`src/rtl/id_digit_scanner_if.sv`:
```
`timescale 1ns/1ps
`default_nettype none
// ============================================================================
// Module   : id_digit_scanner_if
// Brief    : Digit-stream input and seven-segment display bundle.
// Revision : 1.0
// ============================================================================
interface id_digit_scanner_if #(
    parameter int DIGITS = 8
);
    logic [3:0]        id;
    logic              rearm;
    logic [DIGITS-1:0] an;
    logic [6:0]        seg;
    logic              frame_ready;
    logic              mismatch;

    modport master (
        output id, rearm,
        input  an, seg, frame_ready, mismatch
    );

    modport slave (
        input  id, rearm,
        output an, seg, frame_ready, mismatch
    );
endinterface
`default_nettype wire

```
`src/rtl/id_digit_scanner.sv`:
```
`timescale 1ns/1ps
`default_nettype none
// ============================================================================
// Module   : id_digit_scanner
// Brief    : Captures one frame of the ID digit stream, scans it onto a
//            seven-segment bank and flags any later deviation of the stream.
// Revision : 1.0
// ============================================================================
module id_digit_scanner #(
    parameter int          DIGITS    = 8,
    parameter int          SCAN_DIV  = 1000,
    parameter logic [3:0]  START_VAL = 4'h0
) (
    input  wire logic          clk,
    input  wire logic          reset,
    id_digit_scanner_if.slave  bus
);
    localparam int                PTR_W    = (DIGITS > 1) ? $clog2(DIGITS) : 1;
    localparam int                PSC_W    = (SCAN_DIV > 1) ? $clog2(SCAN_DIV) : 1;
    localparam logic [PTR_W-1:0]  LAST_PTR = PTR_W'(DIGITS - 1);
    localparam logic [PSC_W-1:0]  LAST_PSC = PSC_W'(SCAN_DIV - 1);

    localparam logic [1:0] S_HUNT = 2'd0;
    localparam logic [1:0] S_FILL = 2'd1;
    localparam logic [1:0] S_SHOW = 2'd2;

    logic [1:0]       state_q,   state_d;
    logic [3:0]       frame_q [DIGITS];
    logic [3:0]       frame_d [DIGITS];
    logic [PTR_W-1:0] wr_ptr_q,  wr_ptr_d;
    logic [PTR_W-1:0] chk_ptr_q, chk_ptr_d;
    logic [PTR_W-1:0] idx_q,     idx_d;
    logic [PSC_W-1:0] psc_q,     psc_d;
    logic             mismatch_q, mismatch_d;

    logic [DIGITS-1:0] an_w;
    logic [6:0]        seg_w;

    function automatic logic [6:0] hex_to_seg(input logic [3:0] v);
        logic [6:0] s;
        case (v)
            4'h0: s = 7'h40;  4'h1: s = 7'h79;  4'h2: s = 7'h24;  4'h3: s = 7'h30;
            4'h4: s = 7'h19;  4'h5: s = 7'h12;  4'h6: s = 7'h02;  4'h7: s = 7'h78;
            4'h8: s = 7'h00;  4'h9: s = 7'h10;  4'hA: s = 7'h08;  4'hB: s = 7'h03;
            4'hC: s = 7'h46;  4'hD: s = 7'h21;  4'hE: s = 7'h06;  default: s = 7'h0E;
        endcase
        return s;
    endfunction

    always_ff @(posedge clk) begin
        if (reset) begin
            state_q    <= S_HUNT;
            wr_ptr_q   <= '0;
            chk_ptr_q  <= '0;
            idx_q      <= '0;
            psc_q      <= '0;
            mismatch_q <= 1'b0;
            for (int i = 0; i < DIGITS; i++) frame_q[i] <= 4'h0;
        end else begin
            state_q    <= state_d;
            wr_ptr_q   <= wr_ptr_d;
            chk_ptr_q  <= chk_ptr_d;
            idx_q      <= idx_d;
            psc_q      <= psc_d;
            mismatch_q <= mismatch_d;
            frame_q    <= frame_d;
        end
    end

    // Next state plus capture/compare datapath; rearm overrides everything.
    always_comb begin
        state_d    = state_q;
        frame_d    = frame_q;
        wr_ptr_d   = wr_ptr_q;
        chk_ptr_d  = chk_ptr_q;
        mismatch_d = mismatch_q;
        if (bus.rearm) begin
            state_d    = S_HUNT;
            wr_ptr_d   = '0;
            chk_ptr_d  = '0;
            mismatch_d = 1'b0;
        end else begin
            case (state_q)
                S_HUNT: begin
                    if (bus.id == START_VAL) begin
                        frame_d[0] = bus.id;
                        wr_ptr_d   = PTR_W'(1);
                        state_d    = S_FILL;
                    end
                end
                S_FILL: begin
                    frame_d[wr_ptr_q] = bus.id;
                    wr_ptr_d          = wr_ptr_q + PTR_W'(1);
                    if (wr_ptr_q == LAST_PTR) begin
                        wr_ptr_d  = '0;
                        chk_ptr_d = '0;
                        state_d   = S_SHOW;
                    end
                end
                S_SHOW: begin
                    if (bus.id != frame_q[chk_ptr_q]) mismatch_d = 1'b1;
                    chk_ptr_d = (chk_ptr_q == LAST_PTR) ? '0 : chk_ptr_q + PTR_W'(1);
                end
                default: state_d = S_HUNT;
            endcase
        end
    end

    // Scan phase free-runs from reset so display timing never depends on the FSM.
    always_comb begin
        psc_d = (psc_q == LAST_PSC) ? '0 : psc_q + PSC_W'(1);
        idx_d = idx_q;
        if (psc_q == LAST_PSC) idx_d = (idx_q == LAST_PTR) ? '0 : idx_q + PTR_W'(1);
    end

    always_comb begin
        an_w  = '1;
        seg_w = 7'h7F;
        if (state_q == S_SHOW) begin
            an_w[idx_q] = 1'b0;
            seg_w       = hex_to_seg(frame_q[idx_q]);
        end
    end

    assign bus.an          = an_w;
    assign bus.seg         = seg_w;
    assign bus.frame_ready = (state_q == S_SHOW);
    assign bus.mismatch    = mismatch_q;

endmodule
`default_nettype wire

```
`src/flat_wrapper.sv`:
```
// flat-port wrapper written by rule: the top's interface ports become plain ports
module id_digit_scanner_flat 
#(
    parameter int          DIGITS    = 8,
    parameter int          SCAN_DIV  = 1000,
    parameter logic [3:0]  START_VAL = 4'h0
)
  (clk, reset, bus_id, bus_rearm, bus_an, bus_seg, bus_frame_ready, bus_mismatch);
  id_digit_scanner_if #(.DIGITS(DIGITS)) bus_i ();
  input  wire logic clk;
  input  wire logic reset;
  input wire logic [$bits(bus_i.id)-1:0] bus_id;
  input wire logic [$bits(bus_i.rearm)-1:0] bus_rearm;
  output wire logic [$bits(bus_i.an)-1:0] bus_an;
  output wire logic [$bits(bus_i.seg)-1:0] bus_seg;
  output wire logic [$bits(bus_i.frame_ready)-1:0] bus_frame_ready;
  output wire logic [$bits(bus_i.mismatch)-1:0] bus_mismatch;
  assign bus_i.id = bus_id;
  assign bus_i.rearm = bus_rearm;
  assign bus_an = bus_i.an;
  assign bus_seg = bus_i.seg;
  assign bus_frame_ready = bus_i.frame_ready;
  assign bus_mismatch = bus_i.mismatch;
  id_digit_scanner #(.DIGITS(DIGITS), .SCAN_DIV(SCAN_DIV), .START_VAL(START_VAL)) u_core (.clk(clk), .reset(reset), .bus(bus_i));
endmodule
```
`config.mk`:
```
export PLATFORM = sky130hd
export DESIGN_NAME = id_digit_scanner_flat
export DESIGN_NICKNAME = d
export VERILOG_FILES = /design/src/rtl/id_digit_scanner_if.sv /design/src/rtl/id_digit_scanner.sv /design/src/flat_wrapper.sv
export SDC_FILE = /design/constraint.sdc
export NUM_CORES = 1
export LEC_CHECK = 0
export BUFFER_PORTS_ARGS = -buffer_cell sky130_fd_sc_hd__buf_2
export CAP_MARGIN = 5
export CORE_ASPECT_RATIO = 0.75
export CORE_MARGIN = 8
export CORE_UTILIZATION = 55
export DETAILED_ROUTE_END_ITERATION = 16
export HOLD_SLACK_MARGIN = 0.05
export PLACE_DENSITY = 0.74
export SETUP_SLACK_MARGIN = 0.2
export SYNTH_ARGS = -nofsm -noshare
export SYNTH_HDL_FRONTEND = slang
export SYNTH_SLANG_ARGS = --single-unit
```
`constraint.sdc`:
```
create_clock -name clk -period 3.9 [get_ports clk]
set_clock_uncertainty 0.1 [all_clocks]
set_input_delay 1.17 -clock clk [delete_from_list [all_inputs] [get_ports clk]]
set_output_delay 1.17 -clock clk [all_outputs]
set_load 0.03 [all_outputs]
```
**Word-level counts from Yosys, hierarchy flattened**

Memories as Yosys holds them, arrays and structs flattened.
Index checks and enable logic that the tools add are counted.

- Shift-type cells: 0
- Multiplexer cells: 25
- Multiply operators: 0
- Reductions and logical operators: 14
- Eq/ne operators: 9
- $add $sub $neg: 4
- Order comparisons: 6
- Bitwise operators: 6
- Div/mod/pow operators: 0

Operators with widths:

| cell | number |
|---|---|
| 32-bit bitwise mux | 1 |
| 4-bit binary-select mux with 3-bit select | 2 |
| 4-bit two-way mux | 6 |
| 3-bit two-way mux | 5 |
| 4-bit demux with 3-bit select | 1 |
| 4-bit greater-or-equal comparator (second input constant) | 3 |
| 3-bit NOT with 4-bit output | 3 |
| 3-bit case mux with 2 select lines | 2 |
| 10-bit by 1-bit adder with 10-bit output (second input constant) | 1 |
| 10-bit equality test (second input constant) | 1 |
| 3-bit by 1-bit adder with 3-bit output (second input constant) | 3 |
| 3-bit equality test (second input constant) | 3 |
| 8-bit two-way mux | 1 |
| 8-bit NOT | 1 |
| 4-bit case mux with 2 select lines | 1 |
| 2-bit AND reduction | 4 |
| 7-bit two-way mux | 1 |
| 2-bit case mux with 3 select lines | 1 |
| 3-bit AND reduction | 2 |
| 4-bit zero test | 1 |
| 3-bit by 4-bit less-than comparator with 1-bit output (second input constant) | 1 |
| 4-bit by 1-bit less-than comparator with 1-bit output (second input constant) | 1 |
| 2-bit two-way mux | 2 |
| 2-bit by 1-bit != test with 1-bit output (second input constant) | 2 |
| 11 further kinds | 15 |

- Bits in latches: 0
- Input port bits: 7
- RAM bits: 0
- Memory bits (read-only): 112
- Logic and storage cells: 79
- Flip-flop bits (word level): 54
- Memories: 1

Memory list:

| memory | depth | bits a word | read ports | clocked after Yosys merged registers in | wr ports | RTL line | text |
|---|---|---|---|---|---|---|---|
| (no name shown) | 16 | 7 | 1 | 0 | 0 | id_digit_scanner.sv:41 | `case (v)` |

**Logic depth before layout (Yosys ltp)**

Gate-level depths: netlist (run 1).

- Word-level depth: 7
- Gate-level depth with buffers: 11
- Gate-level depth less buffers: 9

**Least setup slack after synthesis (run 1)**

OpenSTA, ideal clock, no wires.

- Path kind: flip-flop to output port
- Start point: reg u_core.idx_q[0]
- End point: out bus_seg[3]
- Buffers on the path: 1
- Path slack: 0.033 ns
- Required time: 2.630 ns
- Arrival time: 2.597 ns
- Cell stages (with the launch flop): 7
- Cell sequence: dfxtp_1 > buf_6 > mux4_1 > mux2i_1 > ha_1 > o211a_1 > o21ai_0

- Cells in the longest elaborated chain, start to end: 6

RTL lines:

| what | RTL line | text |
|---|---|---|
| start, declared | id_digit_scanner.sv:32 | `logic [PTR_W-1:0] idx_q, idx_d;` |
| start signal, assigned | id_digit_scanner.sv:63 | `idx_q <= idx_d;` |
| 3-bit NOT with 4-bit output (implied by the code) | id_digit_scanner.sv:121 | `seg_w = hex_to_seg(frame_q[idx_q]);` |
| 4-bit binary-select mux with 3-bit select | id_digit_scanner.sv:121 |  |
| 4-bit two-way mux (implied by the code) (2 in series) | id_digit_scanner.sv:121 |  |
| memory read 16 x 7 bit | -- |  |
| 7-bit two-way mux | id_digit_scanner.sv:119 | `if (state_q == S_SHOW) begin` |
| end, declared | flat_wrapper.sv:15 | `output wire logic [$bits(bus_i.seg)-1:0] bus_seg;` |

Every way passes these cells. The select of a mux whose other input is x is not followed.

**Worst setup path in the final report (run 1)**

Same ends and word-level chain as after synthesis.

==> results of run 1 <==
critical path, delay by kind of cell (launching register included):
family                   cells  cell delay, ps
flip-flops                   1             400
AND/OR/NAND/NOR              1             220
buffers and inverters        3             430
adder cells (fa/ha/maj)      1             210
AO/OA/AOI/OAI                4             640
multiplexers                 1             260
through the flow:
step,area (um2),power (uW),hold slack (ps),setup slack [ps],instances
2_1_floorplan,3130,602,318,242,364
5_1_grt,3630,1040,414,70.7,460
3_5_place_dp,3270,614,348,209,444
3_3_place_gp,3270,613,334,251,444
6_report,3630,997,373,163,460
4_1_cts,3490,1000,366,180,456
synthesized netlist by cell type (all sizes together), types with 2 or more instances:
cell | number | share of area [%]
o21ai | 6 | 0.96
mux2i | 37 | 12
dfxtp | 54 | 35
nand3b | 2 | 0.48
nand3 | 34 | 5.4
clkbuf | 17 | 2.0
xnor2 | 5 | 1.4
a21oi | 32 | 5.1
inv | 7 | 0.84
buf | 8 | 1.8
nor4 | 2 | 0.40
a211oi | 2 | 0.48
and3 | 4 | 0.80
nor2b | 5 | 1.0
nor2 | 37 | 4.4
mux4 | 8 | 6.0
nor3 | 7 | 1.1
xor2 | 6 | 1.7
ha | 13 | 5.2
mux2 | 3 | 1.2
a221o | 3 | 0.96
nand2b | 3 | 0.60
nand2 | 46 | 5.6
where the power goes:
group | internal [uW] | switching (uW) | total [uW]
Clock | 195 | 197 | 392
Combinational | 17.0 | 31.0 | 48.0
Sequential | 553 | 3.15 | 556
Total | 765 | 232 | 997
layout by cell type, fill, tap and decap left out, types with 2 or more instances in the layout:
master    Yosys  routed
a211oi_1      2       2
a21oi_1      32      31
a221o_1       3       3
and3_1        4       4
buf_2         1      17
buf_4         3      13
buf_6         2       7
clkbuf_8      0       5
dfxtp_1      54      51
dfxtp_4       0       2
ha_1         13       9
ha_4          0       3
inv_1         7       4
inv_2         0       2
mux2_2        2       2
mux2i_1      36      33
mux2i_2       1       2
mux2i_4       0       2
mux4_2        6       8
nand2_1      45      45
nand2b_1      3       3
nand3_1      34      34
nand3b_1      2       2
nor2_1       37      37
nor2b_1       5       4
nor3_1        7       5
nor4_1        2       2
o21ai_0       6       2
o21ai_1       0       3
xnor2_1       5       5
xor2_1        6       6
layout make-up:
| cell class | instances | area [um2] | share of cell area (%) |
|---|---|---|---|
| clock buffers | 5 | 68.8 | 1.90 |
| clock inverters | 3 | 47.5 | 1.31 |
| inverters | 8 | 32.5 | 0.896 |
| multi-input cells | 277 | 2030 | 56.0 |
| flip-flops and latches | 54 | 1090 | 30.0 |
| well taps | 75 | 93.8 | 2.58 |
| repair buffers | 38 | 265 | 7.31 |
routing by layer:
| layer | wire, um | vias up | track usage [%] |
|---|---|---|---|
| met5 | 0 | - | 0 |
| met2 | 3500 | 140 | 28.4 |
| met1 | 3700 | 1339 | 26.6 |
| met3 | 665 | 27 | 4.01 |
| li1 | - | 1325 | - |
| met4 | 199 | 0 | 6.19 |
final timing paths:
path | end | slack (ps) | cells after the start
max reg2reg | u_core.bus.mismatch | 1410 | 5
min reg2reg | u_core.psc_q[0] | 370 | 1
max | bus_seg[3] | 160 | 10
min | u_core.psc_q[0] | 370 | 1
state kept, by name, summed over array words and instances (netlist names):
register             cells
u_core.frame_q          32
u_core.psc_q            10
u_core.chk_ptr_q         3
u_core.idx_q             3
u_core.wr_ptr_q          3
u_core.state_q           2
u_core.bus.mismatch      1
logic make-up (layout without fill, tap and decap cells):
group           after synthesis  in the layout
flops                        54             54
xor+xnor                     11             11
compound gates               57             57
buf+inv                      33             54
fa+ha+maj                    13             13
mux                          48             48
simple gates                148            148
repair_timing:
action | CTS | global route
endpoints found under the setup margin | 7 | 7
hold buffers | 0 | 0
pin swaps | 5 | 9
buffers inserted | 4 | 4
gates resized for setup | 27 | 28
==> summary.txt, run 1 <==
Outcome
  • Run status: completed

Logic synthesis
  • Most used flip-flop cell after synthesis: dfxtp_1
  • Post-Synth XOR/XNOR Area: 3.08%
  • Synth Area in Simple Gates: 22.0%
  • Synth Warn #: 0
  • Mean Syn Cell Area: 8.61 um2
  • Synth Cell Area: 3130 um2
  • Register area share after synthesis: 34.5%
  • Post-synthesis mux area share: 19.1%
  • Fraction of the mapped netlist area in adder cells: 5.19%
  • Largest family of logic cells by synthesized area: simple AND/OR/NAND/NOR gates
  • Gate Count Post-Synth: 364
  • Compound-Gate Fraction of Synth Area: 11.3%
  • Post-synthesis async set-or-reset flop share: 0%
  • Synth cell types: 53
  • Synth Register Bits: 54
  • Post-synth EDFFs: 0
  • Syn Nets: 384

Finish
  • Layout cells sized above 1: 21.8%
  • Antenna cells: 0
  • Area Overhead vs Synth: 15.9%
  • Fill cell count: 474
  • Final core utilization: 67.1%
  • Nets: 404

Flow run
  • Maxcap violations: 0

Critical path
  • Worst setup path start: u_core.idx_q[0]
  • Worst path cell trace: buf_4 -> mux2i_4 -> o21ai_4 -> a21oi_4 -> inv_2 -> ha_1 -> a21boi_2 -> nor3_2 -> o21ai_1 -> buf_4
  • WP data arrival: 2470 ps
  • RR Startpoint: u_core.chk_ptr_q[1]
  • Worst path slowest cell: dfxtp_4
  • Crit path top cell by count: buf_4
  • Max incr delay on CP: 400 ps
  • Crit Path Class: reg2out
  • CP Capture Type: output pin
  • Max FO, Critical Path: 6
  • Worst EP required: 2630 ps
  • Startpoint types: flip-flop

Route
  • Drt drc: 0
  • Routed wire length per instance: 17.5 um
  • Vias after detailed routing: 2831
  • Vias per cell: 6.15
  • Final wirelength: 8.07 mm
  • 1st-iter DRT viols: 224
  • TritonRoute pass-1 iters: 7
  • ANT nets after route: 0

STA
  • Ratio of final minimum period to clock period: 95.8%
  • Max Fclk: 268 MHz
  • Post-route setup TNS: 0 ps
  • Final setup viols: 0
  • RSZ-0062 raised after global routing: true
  • Final Hold Viols: 0
  • Worst rel slew slack: 29.9%
  • Slew Viols, Final: 0
  • Final Critical Period: 3740 ps
  • Actual slew at the worst max-slew pin: 1050 ps

Pwr
  • Power Dens Cells: 275 nW/um2
  • VDD IR max: 0.000186 V
  • LEAKAGE: 0.00125 uW

CTS
  • Worst-Skew Late Latency: 310 ps
  • CTS tree: done
  • Clk slew on worst S/H paths: 100 ps
  • Root Buffer: clkbuf_8
  • H-tree depth: 2
  • Num CTS Buffers: 5
  • Clock Path Buffers: 2
  • CTS sink count: 54

Die
  • Rows: 23
  • Chip width: 103 um
  • I/O Pins: 24
  • Starting Density: 57.9%
  • Core area: 5410 um2
  • Die Y: 81.4 um
  • Die area: 8390 um2

Placement
  • RePlAce Congestion: 0.890
  • I/O Buffers: 23
  • Final HPWL DP: 5.46 mm

Global route
  • Largest net degree at the start of global routing: 41
  • Total overflow reported by the global router: 0
  • Initial antenna violation count: 0
  • First-pass GRT wire length: 12.4 mm
  • GR Util All Layers: 19.0%
  • Vias in the first global route: 2416

Hold path
  • HP Start: u_core.psc_q[0]
  • Min-delay worst type: reg2reg
(Power assumes the default switching activity.)
==> run 2: changes to the inputs <==
--- a/config.mk
+++ b/config.mk
@@ -5,14 +5,14 @@
 export SDC_FILE = /design/constraint.sdc
 export NUM_CORES = 1
 export LEC_CHECK = 0
-export BUFFER_PORTS_ARGS = -buffer_cell sky130_fd_sc_hd__buf_2
 export CAP_MARGIN = 5
 export CORE_ASPECT_RATIO = 0.75
 export CORE_MARGIN = 8
 export CORE_UTILIZATION = 55
 export DETAILED_ROUTE_END_ITERATION = 16
+export DONT_BUFFER_PORTS = 1
 export HOLD_SLACK_MARGIN = 0.05
-export PLACE_DENSITY = 0.74
+export PLACE_DENSITY = 0.7
 export SETUP_SLACK_MARGIN = 0.2
 export SYNTH_ARGS = -nofsm -noshare
 export SYNTH_HDL_FRONTEND = slang
==> run 2 against run 1 <==
Against the previous run:
- first-iteration DRC count is 30% lower
- critical path depth is 5 lower
- sequential power hardly changed
- sequential share of layout area is 1.8 points higher
- register-to-register slack better by 30 ps
- wire length is 9.3% lower
- die area stayed put
- hold slack worse by 9.6 ps
- combinational power is 39% lower
- setup slack better by 49 ps
- critical path type unchanged
- critical endpoint is now bus_seg[0]
==> summary.txt, run 2 (same netlist as run 1, synthesis figures left out) <==
Finish
  • Regs by FF count: u_core.frame_q (32), u_core.psc_q (10)
  • Non-filler cells in the finished layout: 440 (-4.3%)
  • Commonest non-fill, non-tap cells in the layout: dfxtp_1 (51), nand2_1 (45), nor2_1 (37)
  • Antenna cells: 0 (unchanged)
  • Largest reg by FF count: u_core.frame_q
  • Area Overhead vs Synth: 9.39%
  • Most common cell after layout, fill and taps aside: dfxtp_1
  • Layout cells sized above 1: 15.6% (-6.2 points)
  • Max reg flops: 32 (unchanged)
  • Fill cell count: 472 (-0.42%)
  • Nets: 384 (-5.0%)

Pwr
  • LEAKAGE: 0.00116 uW (-7.2%)
  • Power Dens Cells: 268 nW/um2 (-2.2%)
  • VDD IR max: 0.000200 V (+7.2%)

CTS
  • Root Buffer: clkbuf_8
  • Post-CTS Hold Buffers: 0 (unchanged)
  • Clock Path Buffers: 2 (unchanged)
  • CTS sink count: 54 (unchanged)
  • Worst-Skew Late Latency: 310 ps (about the same)
  • H-tree depth: 2 (unchanged)
  • CTS tree: done
  • Num CTS Buffers: 5 (unchanged)
  • Clk slew on worst S/H paths: 100 ps (about the same)

Route
  • TritonRoute pass-1 iters: 4 (-3)
  • Final wirelength: 7.32 mm (-9.3%)
  • Vias per cell: 5.85 (-4.9%)
  • ANT nets after route: 0 (unchanged)
  • 1st-iter DRT viols: 156 (-30%)
  • Routed wire length per instance: 16.6 um (-5.2%)
  • Drt drc: 0 (unchanged)
  • Vias after detailed routing: 2574 (-9.1%)

Die
  • I/O Pins: 24 (unchanged)
  • Die area: 8390 um2 (unchanged)
  • Core area: 5410 um2 (unchanged)
  • Chip width: 103 um (unchanged)
  • Starting Density: 57.9% (unchanged)
  • Die Y: 81.4 um (unchanged)
  • Rows: 23 (unchanged)

Flow run
  • Maxcap violations: 0 (unchanged)

STA
  • Slew Viols, Final: 0 (unchanged)
  • Final Critical Period: 3690 ps (-48.6 ps)
  • RSZ-0062 raised after global routing: true
  • Hold WS: 363 ps (-9.61 ps)
  • Final Hold Viols: 0 (unchanged)
  • Ratio of final minimum period to clock period: 94.6% (-1.2 points)
  • Post-route setup TNS: 0 ps (unchanged)
  • Max Fclk: 271 MHz (+1.3%)
  • Worst rel slew slack: 33.8% (+3.9 points)
  • Actual slew at the worst max-slew pin: 992 ps (-58.4 ps)
  • Final setup viols: 0 (unchanged)

Placement
  • RePlAce Congestion: 0.862 (-3.1%)
  • Placed Cells incl. Taps: 424 (-4.5%)
  • Final HPWL DP: 5.26 mm (-3.6%)
  • I/O Buffers: 0 (-100%)

Global route
  • Vias in the first global route: 2287 (-5.3%)
  • First-pass GRT wire length: 11.8 mm (-4.9%)
  • Largest net degree at the start of global routing: 41 (unchanged)
  • GR Util All Layers: 17.8% (-1.2 points)
  • Initial antenna violation count: 0 (unchanged)
  • Total overflow reported by the global router: 0 (unchanged)

Critical path
  • Max incr delay on CP: 550 ps (+150 ps)
  • Startpoint types: flip-flop
  • Worst path cell trace: buf_6 -> mux4_2 -> mux2_4 -> and3_1 -> a2111o_1
  • Crit Path Class: reg2out
  • Worst EP required: 2630 ps (about the same)
  • CP Capture Type: output pin
  • Worst path slowest cell: mux4_2
  • Max FO, Critical Path: 5 (-1)
  • WP data arrival: 2420 ps (-50 ps)

Outcome
  • Run status: completed

Hold path
  • Min-delay worst type: reg2reg
==> run 2: changes by cell type in the layout (fill, tap and decap cells not counted), moves of 2 or more <==
cell / change
buf_2: -17
ha_1: +2
buf_6: -6
buf_4: +3
==> run 2: worst paths after layout <==
check	startpoint	to	slack, ps	cells after the start
setup / recovery	u_core.idx_q[0]	bus_seg[0]	210	5
hold / removal	u_core.psc_q[0]	u_core.psc_q[0]	360	1
setup reg to reg	u_core.chk_ptr_q[1]	u_core.bus.mismatch	1440	5
hold reg to reg	u_core.psc_q[0]	u_core.psc_q[0]	360	1
==> run 2: worst max-delay path: cells and delay by family (launching register included) <==
kind                   cells  cell delay [ps]
DFF                        1              400
and+or+nand+nor            1              180
buffers and inverters      1              120
AOI/OAI and AO/OA          1              530
muxes                      2              880
==> run 2: routing by layer <==
metal	routed length (um)	vias up	global-route usage (%)
li1	-	1289	-
met3	572	11	4.10
met1	3550	1210	25.2
met2	3100	64	26.3
met5	0	-	0
met4	93	0	5.04
==> run 2: cell type report <==
| class | instances | area [um2] | area share (%) |
|---|---|---|---|
| Clock inverter | 3 | 28.8 | 0.840 |
| Clock buffer | 5 | 68.8 | 2.01 |
| Sequential cell | 54 | 1090 | 31.8 |
| Timing Repair Buffer | 18 | 151 | 4.42 |
| Tap cell | 75 | 93.8 | 2.74 |
| Multi-Input combinational cell | 277 | 1960 | 57.3 |
| Inverter | 8 | 30.0 | 0.876 |
==> run 2: power breakdown <==
group,switching (uW),total [uW],internal [uW]
Sequential,3.13,557,553
Clock,201,334,133
Combinational,15.3,29.1,13.9
Total,219,920,701
==> run 2: per-stage QoR <==
stage | instance area, um2 | util, % | setup WS (ps) | total power (uW)
finish | 3430 | 63.3 | 211 | 920
detailed placement | 3180 | 58.8 | 205 | 597
global placement | 3180 | 58.8 | 287 | 597
floorplan | 3130 | - | 242 | 602
global route | 3430 | 63.3 | 147 | 952
CTS | 3370 | 62.3 | 185 | 924
==> run 2: repair_timing <==
item | 4_1_cts | 5_1_grt
gates resized for setup | 17 | 10
setup buffers | 6 | 2
setup endpoints to repair | 7 | 6
pin swaps | 4 | 5
==> run 3: changes to the inputs <==
--- a/config.mk
+++ b/config.mk
@@ -12,7 +12,7 @@
 export DETAILED_ROUTE_END_ITERATION = 16
 export DONT_BUFFER_PORTS = 1
 export HOLD_SLACK_MARGIN = 0.05
-export PLACE_DENSITY = 0.7
+export PLACE_DENSITY = 0.82
 export SETUP_SLACK_MARGIN = 0.2
 export SYNTH_ARGS = -nofsm -noshare
 export SYNTH_HDL_FRONTEND = slang
==> run 3 against run 2 <==
Against the previous run:
- first-iteration DRC count grew 47%
- non-clock buffer count rose by 7
- hold slack worse by 10 ps
- final cell count is 1.6% higher
- setup slack worse by 99 ps
- register-to-register slack got worse by 40 ps
- wire length rose by 10%
- combinational power rose by 7.2%
==> summary.txt, run 3 (same netlist as run 1, synthesis figures left out) <==
Global route
  • Met2 GRT Util: 30.0% (+3.7 points)
  • Total overflow reported by the global router: 0 (unchanged)
  • First-pass GRT wire length: 12.6 mm (+6.8%)
  • Layer with the highest usage: met2
  • GR Util All Layers: 19.0% (+1.2 points)
  • GRT met1 Usage: 26.4% (+1.2 points)
  • Vias in the first global route: 2507 (+9.6%)
  • GR Util met3: 2.90% (-1.2 points)
  • Initial antenna violation count: 0 (unchanged)
  • Largest net degree at the start of global routing: 41 (unchanged)

Finish
  • Layout cells sized above 1: 19.1% (+3.5 points)
  • Commonest non-fill, non-tap cells in the layout: dfxtp_1 (51), nand2_1 (45), nor2_1 (37)
  • Non-filler cells in the finished layout: 447 (+1.6%)
  • Regs by FF count: u_core.frame_q (32), u_core.psc_q (10)
  • Nets: 391 (+1.8%)
  • Largest reg by FF count: u_core.frame_q
  • Area Overhead vs Synth: 13.1%
  • Max reg flops: 32 (unchanged)
  • Most common cell after layout, fill and taps aside: dfxtp_1
  • Antenna cells: 0 (unchanged)

Route
  • 1st-iter DRT viols: 230 (+47%)
  • TritonRoute pass-1 iters: 5 (+1)
  • Drt drc: 0 (unchanged)
  • Vias after detailed routing: 2736 (+6.3%)
  • Final wirelength: 8.05 mm (+10%)
  • ANT nets after route: 0 (unchanged)
  • Routed wire length per instance: 18.0 um (+8.3%)
  • Vias per cell: 6.12 (+4.6%)

STA
  • Actual slew at the worst max-slew pin: 1080 ps (+84.0 ps)
  • Ratio of final minimum period to clock period: 97.1% (+2.5 points)
  • Final Critical Period: 3790 ps (+98.9 ps)
  • Max Fclk: 264 MHz (-2.6%)
  • Slew Viols, Final: 0 (unchanged)
  • RSZ-0062 raised after global routing: true
  • Post-route setup TNS: 0 ps (unchanged)
  • Final setup viols: 0 (unchanged)
  • Final Hold Viols: 0 (unchanged)
  • Worst rel slew slack: 28.2% (-5.6 points)

CTS
  • Num CTS Buffers: 5 (unchanged)
  • H-tree depth: 2 (unchanged)
  • Clk slew on worst S/H paths: 100 ps (about the same)
  • CTS tree: done
  • Root Buffer: clkbuf_8
  • Clock Path Buffers: 2 (unchanged)
  • CTS sink count: 54 (unchanged)
  • Worst-Skew Late Latency: 300 ps (about the same)

Placement
  • Placed Cells incl. Taps: 423 (-0.24%)
  • I/O Buffers: 0 (unchanged)
  • RePlAce Congestion: 0.880 (+2.2%)
  • Final HPWL DP: 5.33 mm (+1.3%)

Pwr
  • Power Dens Cells: 279 nW/um2 (+3.8%)
  • Final Power: 988 uW (+7.4%)
  • LEAKAGE: 0.00121 uW (+4.6%)
  • VDD IR max: 0.000204 V (+2.0%)

Hold path
  • Hold path depth: 1 (unchanged)
  • HP Start: u_core.psc_q[0]
  • Min-delay worst type: reg2reg

Die
  • Rows: 23 (unchanged)
  • Die area: 8390 um2 (unchanged)
  • Core area: 5410 um2 (unchanged)
  • Chip width: 103 um (unchanged)
  • Die Y: 81.4 um (unchanged)
  • I/O Pins: 24 (unchanged)
  • Starting Density: 57.9% (unchanged)

Critical path
  • Crit Path Class: reg2out
  • Worst EP required: 2630 ps (about the same)
  • Worst reg-to-reg setup slack: 1400 ps (-40 ps)
  • Max FO, Critical Path: 6 (+1)
  • Startpoint types: flip-flop
  • RR Startpoint: u_core.chk_ptr_q[1]
  • CP Capture Type: output pin
  • Worst setup path start: u_core.idx_q[0]
  • Reg2Reg Depth: 5 (unchanged)
  • WP data arrival: 2520 ps (+100 ps)

Flow run
  • Maxcap violations: 0 (unchanged)

Outcome
  • Run status: completed
run 3: cell count changes in the layout (fill, tap and decap cells not counted), sizes merged:
cell	before	now
clkbuf	5	6
clkinv	3	1
buf	18	25
bufinv	0	1
run 3: final cells by class:
| class | instances | area, um2 |
|---|---|---|
| Multi-Input combinational cell | 277 | 2000 |
| Tap cell | 75 | 93.8 |
| Timing Repair Buffer | 25 | 208 |
| Clock buffer | 6 | 82.6 |
| Fill cell | 469 | 1870 |
| Clock inverter | 2 | 38.8 |
| Sequential cell | 54 | 1090 |
| Inverter | 8 | 32.5 |
run 3: repair_timing:
action | in CTS | in global routing
endpoints found under the setup margin | 7 | 7
hold buffers | 0 | 0
gates resized for setup | 23 | 17
buffers inserted | 15 | 1
endpoints found under the hold margin | 0 | 0
pin swaps | 11 | 9
run 3: per-layer routing:
| layer | up-vias | part of all wire [%] |
|---|---|---|
| met3 | 27 | 9.3 |
| li1 | 1299 | - |
| met1 | 1276 | 44 |
| met2 | 134 | 44 |
| met4 | 0 | 2.5 |
| met5 | - | 0 |
run 3: power by group:
| part | internal (uW) | leakage, uW | switching [uW] |
|---|---|---|---|
| combinational | 15.1 | 0.000711 | 16.1 |
| sequential | 553 | 0.000438 | 3.14 |
| clock | 211 | 0.0000618 | 189 |
run 3: stage by stage:
| step | util, % | setup WS [ps] | cell area, um2 | hold slack (ps) |
|---|---|---|---|---|
| 2_1_floorplan | - | 242 | 3130 | 318 |
| 3_3_place_gp | 58.6 | 269 | 3170 | 328 |
| 3_5_place_dp | 58.6 | 139 | 3170 | 340 |
| 4_1_cts | 64.1 | 204 | 3470 | 359 |
| 5_1_grt | 65.5 | 3.85 | 3540 | 390 |
| 6_report | 65.5 | 112 | 3540 | 353 |
run 3: critical path, cell delays in order (launching register included):
cell and delay, ps:
dfxtp_4 390, mux4_2 560, mux2i_4 220, buf_4 150
buf_4 140, ha_4 210, o211a_1 220, o21ai_2 130
buf_4 180
run 3: final timing paths:
kind,endpoint
max reg2reg,u_core.bus.mismatch
max,bus_seg[3]
min reg2reg,u_core.psc_q[0]
min,u_core.psc_q[0]
